### src/rtl/heater_pkg.sv
// Shared definitions for heater-ring control blocks: controller state encoding
// and default sizing constants.
package heater_pkg;

  typedef enum logic [1:0] {
    ST_IDLE  = 2'd0,
    ST_RAMP  = 2'd1,
    ST_HEAT  = 2'd2,
    ST_FAULT = 2'd3
  } heater_state_e;

  localparam int unsigned DEF_NUM_RINGS = 8;
  localparam int unsigned DEF_CNT_W     = 16;
  localparam int unsigned DEF_RAMP_STEP = 4;
  localparam int unsigned DEF_TIMEOUT   = 16;

  // Watchdog counter width; covers the full 2..255 timeout range.
  localparam int unsigned WD_W          = 8;

endpackage

### src/rtl/ring_watchdog.sv
// Per-ring liveness watchdog: counts cycles a ring is enabled but not reporting
// running, and holds timeout_o high once the count reaches TIMEOUT.
module ring_watchdog
  import heater_pkg::*;
#(
  parameter int unsigned TIMEOUT = DEF_TIMEOUT
) (
  input  logic clk,
  input  logic rst_n,
  input  logic enable_i,
  input  logic running_i,
  output logic timeout_o
);

  localparam logic [WD_W-1:0] LIMIT = WD_W'(TIMEOUT);

  logic [WD_W-1:0] cnt_q, cnt_d;

  // Saturate at the limit so a stuck ring keeps signalling until it is disabled.
  always_comb begin
    cnt_d = cnt_q;
    if (!enable_i || running_i) begin
      cnt_d = '0;
    end else if (cnt_q != LIMIT) begin
      cnt_d = cnt_q + WD_W'(1);
    end
  end

  always_ff @(posedge clk or negedge rst_n) begin
    if (!rst_n) begin
      cnt_q <= '0;
    end else begin
      cnt_q <= cnt_d;
    end
  end

  assign timeout_o = (cnt_q == LIMIT);

endmodule

### src/rtl/ring_heater_ctrl.sv
// Heater ring controller: staggered ring turn-on, PWM heating at a latched
// period/duty, and per-ring watchdogs that latch a fault when a ring stalls.
module ring_heater_ctrl
  import heater_pkg::*;
#(
  parameter int unsigned NUM_RINGS = DEF_NUM_RINGS,
  parameter int unsigned CNT_W     = DEF_CNT_W,
  parameter int unsigned RAMP_STEP = DEF_RAMP_STEP,
  parameter int unsigned TIMEOUT   = DEF_TIMEOUT
) (
  input  logic                 clk,
  input  logic                 rst_n,
  input  logic                 start,
  input  logic                 stop,
  input  logic [NUM_RINGS-1:0] ring_mask,
  input  logic [CNT_W-1:0]     period,
  input  logic [CNT_W-1:0]     duty,
  input  logic [NUM_RINGS-1:0] running,
  output logic [NUM_RINGS-1:0] enable,
  output logic                 busy,
  output logic                 fault,
  output logic [NUM_RINGS-1:0] fault_mask
);

  localparam int unsigned       STEP_W    = (RAMP_STEP > 1) ? $clog2(RAMP_STEP) : 1;
  localparam logic [STEP_W-1:0] STEP_LAST = STEP_W'(RAMP_STEP - 1);

  heater_state_e        state_q, state_d;
  logic [NUM_RINGS-1:0] mask_q, mask_d;
  logic [CNT_W-1:0]     period_q, period_d;
  logic [CNT_W-1:0]     duty_q, duty_d;
  logic [NUM_RINGS-1:0] pending_q, pending_d;
  logic [STEP_W-1:0]    step_q, step_d;
  logic [CNT_W-1:0]     pwm_q, pwm_d;
  logic [NUM_RINGS-1:0] enable_q, enable_d;
  logic                 busy_q, busy_d;
  logic                 fault_q, fault_d;
  logic [NUM_RINGS-1:0] fault_mask_q, fault_mask_d;

  logic [NUM_RINGS-1:0] timeout_vec;
  logic [NUM_RINGS-1:0] first_ring;
  logic [NUM_RINGS-1:0] next_ring;
  logic                 start_ok;

  // Two's-complement trick isolates the lowest set bit of each mask.
  assign first_ring = ring_mask & (~ring_mask + NUM_RINGS'(1));
  assign next_ring  = pending_q & (~pending_q + NUM_RINGS'(1));
  assign start_ok   = start && (ring_mask != '0) && (period != '0);

  for (genvar gi = 0; gi < NUM_RINGS; gi++) begin : g_wd
    ring_watchdog #(
      .TIMEOUT (TIMEOUT)
    ) u_wd (
      .clk       (clk),
      .rst_n     (rst_n),
      .enable_i  (enable_q[gi]),
      .running_i (running[gi]),
      .timeout_o (timeout_vec[gi])
    );
  end

  always_comb begin
    state_d      = state_q;
    mask_d       = mask_q;
    period_d     = period_q;
    duty_d       = duty_q;
    pending_d    = pending_q;
    step_d       = step_q;
    pwm_d        = pwm_q;
    enable_d     = enable_q;
    busy_d       = busy_q;
    fault_d      = fault_q;
    fault_mask_d = fault_mask_q;

    unique case (state_q)
      ST_IDLE: begin
        if (start_ok) begin
          state_d   = ST_RAMP;
          mask_d    = ring_mask;
          period_d  = period;
          duty_d    = duty;
          enable_d  = first_ring;
          pending_d = ring_mask & ~first_ring;
          step_d    = '0;
          pwm_d     = '0;
          busy_d    = 1'b1;
        end
      end

      ST_RAMP: begin
        if (timeout_vec != '0) begin
          state_d      = ST_FAULT;
          enable_d     = '0;
          busy_d       = 1'b0;
          fault_d      = 1'b1;
          fault_mask_d = timeout_vec;
        end else if (step_q == STEP_LAST) begin
          step_d = '0;
          if (pending_q != '0) begin
            enable_d  = enable_q | next_ring;
            pending_d = pending_q & ~next_ring;
          end else begin
            // Entry cycle behaves as if the cleared counter had already been compared.
            state_d  = ST_HEAT;
            pwm_d    = '0;
            enable_d = (duty_q != '0) ? mask_q : '0;
          end
        end else begin
          step_d = step_q + STEP_W'(1);
        end
      end

      ST_HEAT: begin
        if (timeout_vec != '0) begin
          state_d      = ST_FAULT;
          enable_d     = '0;
          busy_d       = 1'b0;
          fault_d      = 1'b1;
          fault_mask_d = timeout_vec;
        end else begin
          enable_d = (pwm_q < duty_q) ? mask_q : '0;
          pwm_d    = (pwm_q == period_q - CNT_W'(1)) ? '0 : pwm_q + CNT_W'(1);
        end
      end

      ST_FAULT: begin
      end
    endcase

    // Stop overrides everything, including a simultaneous start or timeout.
    if (stop) begin
      state_d      = ST_IDLE;
      pending_d    = '0;
      step_d       = '0;
      pwm_d        = '0;
      enable_d     = '0;
      busy_d       = 1'b0;
      fault_d      = 1'b0;
      fault_mask_d = '0;
    end
  end

  always_ff @(posedge clk or negedge rst_n) begin
    if (!rst_n) begin
      state_q      <= ST_IDLE;
      mask_q       <= '0;
      period_q     <= '0;
      duty_q       <= '0;
      pending_q    <= '0;
      step_q       <= '0;
      pwm_q        <= '0;
      enable_q     <= '0;
      busy_q       <= 1'b0;
      fault_q      <= 1'b0;
      fault_mask_q <= '0;
    end else begin
      state_q      <= state_d;
      mask_q       <= mask_d;
      period_q     <= period_d;
      duty_q       <= duty_d;
      pending_q    <= pending_d;
      step_q       <= step_d;
      pwm_q        <= pwm_d;
      enable_q     <= enable_d;
      busy_q       <= busy_d;
      fault_q      <= fault_d;
      fault_mask_q <= fault_mask_d;
    end
  end

  assign enable     = enable_q;
  assign busy       = busy_q;
  assign fault      = fault_q;
  assign fault_mask = fault_mask_q;

endmodule

### config.mk
export PLATFORM = sky130hd
export DESIGN_NAME = ring_heater_ctrl
export DESIGN_NICKNAME = d
export VERILOG_FILES = /design/src/rtl/heater_pkg.sv /design/src/rtl/ring_watchdog.sv /design/src/rtl/ring_heater_ctrl.sv
export SDC_FILE = /design/constraint.sdc
export NUM_CORES = 1
export LEC_CHECK = 0
export ABC_AREA = 1
export CORE_MARGIN = 2
export CORE_UTILIZATION = 55
export CTS_CLUSTER_DIAMETER = 100
export DETAILED_ROUTE_END_ITERATION = 12
export HOLD_SLACK_MARGIN = 0.1
export PLACE_DENSITY_LB_ADDON = 0.05
export SLEW_MARGIN = 30
export SYNTH_ARGS = -nofsm -noshare
export SYNTH_HDL_FRONTEND = slang
export SYNTH_HIERARCHICAL = 1
export SYNTH_SLANG_ARGS = --single-unit
### constraint.sdc
create_clock -name clk -period 2.8 [get_ports clk]
set_input_delay 0.56 -clock clk [delete_from_list [all_inputs] [get_ports clk]]
set_output_delay 0.56 -clock clk [all_outputs]
set_load 0.1 [all_outputs]
* Word-level counts from Yosys, hierarchy flattened
Cells that the tools add are included.
W data, S select, Z words.
** Storage, ports and cells
- Flip-flop bits (word level) :: 150
- Input port bits :: 52
- Output and inout bits :: 18
- Word-level logic and storage cells :: 179
** Operators by class
- Add/sub/neg operators :: 13
- Magnitude comparators :: 1
- Eq/ne operators :: 30
- Multiplexer cells :: 61
- Bitwise operators :: 9
- Reductions and logical operators :: 46
** Operators by type and width (count)
- $mux W8 :: 32
- $mux W16 :: 7
- $add A8 B1 Y8 const B :: 10
- $eq A8 B5 Y1 const B :: 8
- $ne A8 B5 Y1 const B :: 8
- $pmux W16 S3 :: 1
- $and A8 B8 Y8 :: 4
- $not A8 Y8 :: 4
- $reduce_bool A16 Y1 :: 2
- $pmux W8 S3 :: 1
- $reduce_bool A8 Y1 :: 3
- $ne A3 B3 Y1 const B :: 7
- $mux W2 :: 10
- $reduce_bool A2 Y1 :: 10
- $add A16 B1 Y16 const B :: 1
- $eq A16 B16 Y1 :: 1
- $lt A16 B16 Y1 :: 1
- $pmux W8 S2 :: 1
- $sub A16 B1 Y16 const B :: 1
- $reduce_and A5 Y1 :: 2
- $reduce_and A3 Y1 :: 3
- $logic_not A1 Y1 :: 8
- $logic_or A1 B1 Y1 :: 8
- $ne A4 B4 Y1 const B :: 2
- other kinds (16) :: 25

* Logic depth before layout (Yosys ltp)
- Depth in word-level cells :: 10
- Gate-level depth with buffers :: 16
- Depth with buffers taken out :: 15

* By module
Netlist, hierarchy kept.
** Modules (own cells, without submodules)
- ring_heater_ctrl :: instances 1, cells an instance 767, area each 5454.0 um^2, seq. area each 2127.0 um^2
- ring_watchdog at g_wd[1].u_wd ... :: instances 6, cells an instance 59, area each 457.9 um^2, seq. area each 200.2 um^2
- ring_watchdog at g_wd[0].u_wd :: instances 1, cells an instance 59, area each 466.7 um^2, seq. area each 200.2 um^2
- ring_watchdog at g_wd[7].u_wd :: instances 1, cells an instance 60, area each 466.7 um^2, seq. area each 200.2 um^2

* Worst setup path before layout
OpenSTA, ideal clock, no wires.
- Path kind :: reg-to-reg
- From :: register g_wd[6].u_wd.cnt_q[0]
- To :: register pending_q[1]
- Setup time :: 0.117 ns
- Data arrival time :: 1.968 ns
- Required time :: 2.683 ns
- Setup slack :: 0.714 ns
- Stages on the path, launching flop included :: 15
- Buffers on the path :: 0
- Period minus slack after synthesis :: 2.086 ns
- Cells stage by stage :: dfrtp_1 inv_1 ha_1 nand2_1 nor2_1 nand2_2 inv_1 inv_1 nand4_1 nor2_2 a21oi_4 a311oi_4 nand2_1 nand2_1 nand2_1
** Between the ends
- Word-level cells in the longest chain between the ends :: 4
** Ends and longest elaborated chain
- start: declaration :: line ring_watchdog.sv:17 : logic [WD_W-1:0] cnt_q, cnt_d;
- start signal: assignment :: line ring_watchdog.sv:33 : cnt_q <= cnt_d;
- $eq A8 B5 Y1 :: line ring_watchdog.sv:37 : assign timeout_o = (cnt_q == LIMIT);
- named net timeout_vec[6] :: line ring_heater_ctrl.sv:40 : logic [NUM_RINGS-1:0] timeout_vec;
- $reduce_bool A8 Y1 :: line ring_heater_ctrl.sv:91 : if (timeout_vec != '0) begin
- $ne A3 B3 Y1 (no line)
- $reduce_and A5 Y1 (no line)
- end signal: assignment :: line ring_heater_ctrl.sv:161 : pending_q <= pending_d;
- end: declaration :: line ring_heater_ctrl.sv:32 : logic [NUM_RINGS-1:0] pending_q, pending_d;
The timed path passes the listed nets, and every way through them passes these cells.
A chain may end at the register's enable or synchronous reset.

* Final worst setup path
- From :: register g_wd[4].u_wd.cnt_q[0]
- To :: register pwm_q[10]
** Between the ends
- Word-level cells in the longest chain between the ends :: 4
- Elaborated cells on any way between the ends :: 5
- Those cells by class :: eq/ne (3); reduce/logical (2)
** Ends and longest elaborated chain
- start: declaration :: line ring_watchdog.sv:17
- start signal: assignment :: line ring_watchdog.sv:33
- $eq A8 B5 Y1 * :: line ring_watchdog.sv:37
- named net timeout_vec[4] :: line ring_heater_ctrl.sv:40
- $reduce_bool A8 Y1 * :: line ring_heater_ctrl.sv:91, ring_heater_ctrl.sv:114
- $ne A3 B3 Y1 (no line)
- $reduce_and A6 Y1 (no line) *
- end signal: assignment :: line ring_heater_ctrl.sv:163 : pwm_q <= pwm_d;
- end: declaration :: line ring_heater_ctrl.sv:34 : logic [CNT_W-1:0] pwm_q, pwm_d;
The timed path passes the listed nets; every way through them passes the cells marked *.

==> results.txt <==
Post-synth top cells = nand2_1 (296), inv_1 (162), dfrtp_1 (149), nor2_1 (149), nand3_1 (94)
Synth area leader = dfrtp_1
Syn Inst Count = 1240
Peak supply drop = 0.578 mV
hold crit path type = in -> async
most frequent cell after synthesis = nand2_1
Achievable Freq = 398 MHz
root buffer cell = clkbuf_16
slowest stage cell, crit path = dfrtp_1
EDFF count, synth = 0
Worst Clk Skew = 0.0124 ns
Area Growth Syn to Fin = 16.6%
Worst EP arrival = 2.85 ns
CP Launch Type = register
CTS clk-pin slew, worst paths = 0.06 ns
IO Port Bufs = 69
num rows = 47
RSZ-0062 raised after global routing = false
reg2reg end = pwm_q[10]
CTS buffer count = 17
grt ovf = 0
routability congestion estimate from global placement = 0.879
top cells by area in the synthesized netlist = dfrtp_1 (41%), nand2_1 (12%), inv_1 (6.7%), nor2_1 (6.1%), nand3_1 (5.1%)
synthesized flop and latch total = 149
r2r setup slk = 0.29 ns
Post-Route WL = 20900 µm
max-cap violations = 0
Max-slew headroom = 55.9%
total number of vias = 7944
crit-path max FO = 22
Post-DP HPWL = 15500 µm
crit path launch = g_wd[4].u_wd/cnt_q[0]
share of cells above drive strength 1 = 12.6%
pwr dens = 798 nW/µm²
n_diodes = 0
clk sinks = 149
drt pass-1 iters = 5
fillers = 1456
# H-tree levels = 4
die height = 133 µm
post-route ant nets = 0
Seq/Total Area, Yosys = 40.8%
Bufs and invs on worst path = 4
final worst slack = 0.290 ns
area of the die = 17700 µm²
fin nets = 1416
first-pass GRT wire length = 35400 µm
status = complete, no violations
antenna violations before repair = 0
I/O pins = 70
Syn Nets = 1329
Tmin final = 2.51 ns
vias per std cell = 5.10
setup TNS = 0 ns
GRT Overall Usage = 24.9%
Final Hold Fails = 0
critical path class = reg -> reg
Static Leak = 5.19 nW
vias in the first global route = 7362
Initial DRC Count = 396
Worst R2R Path Depth = 15
FF/Latch Area = 3730 µm²
area of the core = 16400 µm²
worst-margin pin slew = 0.659 ns
ys flop type = dfrtp_1
Setup crit end kind = register
wire length per cell = 13.4 µm
crit-path leading delay family = simple AND/OR/NAND/NOR gates
Largest stage delay, worst path = 0.40 ns
unique cell type count in the Yosys netlist = 36
clock tree buffer depth = 2
FFs w/ async S/R, synth = 100%
syn_area_per_cell = 7.37 µm²
setup violators final = 0
Data required, critical path = 3.14 ns
crit path to = pwm_q[10]
Synth top area share = 40.8%
mapped cell area = 9140 µm²
initial core utilization = 55.7%
Die Width = 133 µm
CTS tree = yes
DRC Markers = 0
pre-CTS setup slack = 0.183 ns
clk_lat worst skew = 0.43 ns
worst-path cell chain = inv_1, ha_1, nand2_1, nor2_1, nand2_2, inv_1, inv_1, nand4_1, nor2_2, a21oi_4, nor2_2, nand3_4, clkinv_2, nand3_1, o21ai_1
Multi-input gate area = 4630 µm²
period utilization = 89.6%
r2r startpoint = g_wd[4].u_wd/cnt_q[0]
Yosys warning total = 6
CP dominant cell by count = inv_1
cell count along the critical path = 15
largest net degree at the start of global routing = 59
max-slew violation count = 0
postcts setup bufs = 0
-- cell families (layout without fill, tap and decap cells) --
group	after synthesis	after routing	synth area share [%]
and+or+nand+nor	674	674	33.8
adders and majority gates	37	37	5.07
xor gates and xnor gates	27	27	2.59
buffers and inverters	197	296	8.49
AOI/OAI and AO/OA	156	156	9.19
DFF	149	149	40.8
-- how the worst min path moves through the flow --
stage,start,endpoint,slack (ns),cells past startpoint
after floorplan,rst_n,busy,0.26,0
final,rst_n,busy,0.11,1
after global placement,pending_q[5],pending_q[5],0.46,2
after CTS,rst_n,busy,0.12,1
after detailed placement,pending_q[5],pending_q[5],0.47,2
after global routing,rst_n,busy,0.15,1
-- metrics by stage --
step	hold WS [ns]	cell area, µm²	utilization [%]	power, mW	instances
after global placement	0.460	10100	61.5	6.23	1528
final	0.106	10700	64.9	8.50	1559
after global routing	0.147	10700	64.9	9.08	1559
after detailed placement	0.466	10100	61.5	6.30	1528
after floorplan	0.264	9140	-	5.43	1240
after CTS	0.118	10700	64.9	8.54	1559
-- report_power, final --
group / internal, mW / total (mW) / switching [mW] / leakage, nW
Sequential: 2.59 / 2.99 / 0.406 / 1.99
Clock: 1.30 / 2.20 / 0.902 / 0.274
Combinational: 1.02 / 3.30 / 2.28 / 2.92
-- flip-flops by register name (all words and copies together), names as in the netlist --
| name | count |
|---|---|
| period_q | 16 |
| busy | 1 |
| mask_q | 8 |
| pending_q | 7 |
| step_q | 2 |
| state_q | 2 |
| fault | 1 |
| duty_q | 16 |
| fault_mask | 8 |
| pwm_q | 16 |
| g_wd.u_wd/cnt_q | 64 |
| enable | 8 |
-- cell usage in the layout, fill, tap and decap left out, types with 2 or more instances in the layout --
master	count
a21oi_1	43
a21oi_2	2
buf_12	2
buf_4	29
clkbuf_16	17
clkbuf_8	4
clkdlybuf4s50_1	50
clkinv_2	6
clkinvlp_4	3
dfrtp_1	149
ha_1	37
inv_1	162
inv_2	20
nand2_1	296
nand2_2	21
nand3_1	94
nand3_2	10
nand3b_1	5
nand4_1	33
nor2_1	149
nor2_2	35
nor2_4	11
nor3_1	15
o21ai_0	84
o21ai_1	17
o31ai_1	2
or2_2	2
xnor2_1	7
xor2_1	20
-- cell type report --
| type | instances | share of cell area, % |
|---|---|---|
| multi-input combinational | 894 | 43.5 |
| sequential | 149 | 35.0 |
| clock buffer | 22 | 4.54 |
| inverter | 183 | 6.46 |
| clock inverter | 9 | 0.728 |
| tap | 220 | 2.58 |
| timing repair buffer | 82 | 7.22 |
-- metal layers --
metal	vias to the layer above	part of all wire [%]	GRT usage (%)
met1	3624	48	34.4
met5	-	0	0
met4	0	1.3	7.17
met3	24	4.9	5.48
met2	160	46	39.6
li1	4136	-	-
-- worst register-to-register path, delay by kind of cell, from the launching register on --
family                   cells  cell delay [ns]
adder cells (fa/ha/maj)      1             0.19
flip-flops                   1             0.40
AND/OR/NAND/NOR              8             1.12
AO/OA/AOI/OAI                2             0.22
buffers and inverters        4             0.53
-- timing repair --
item | CTS | global route
setup endpoints to repair | 0 | 2
gates resized for setup | 0 | 1
hold buffers | 0 | 0
Power figures use the tool's default switching activity.
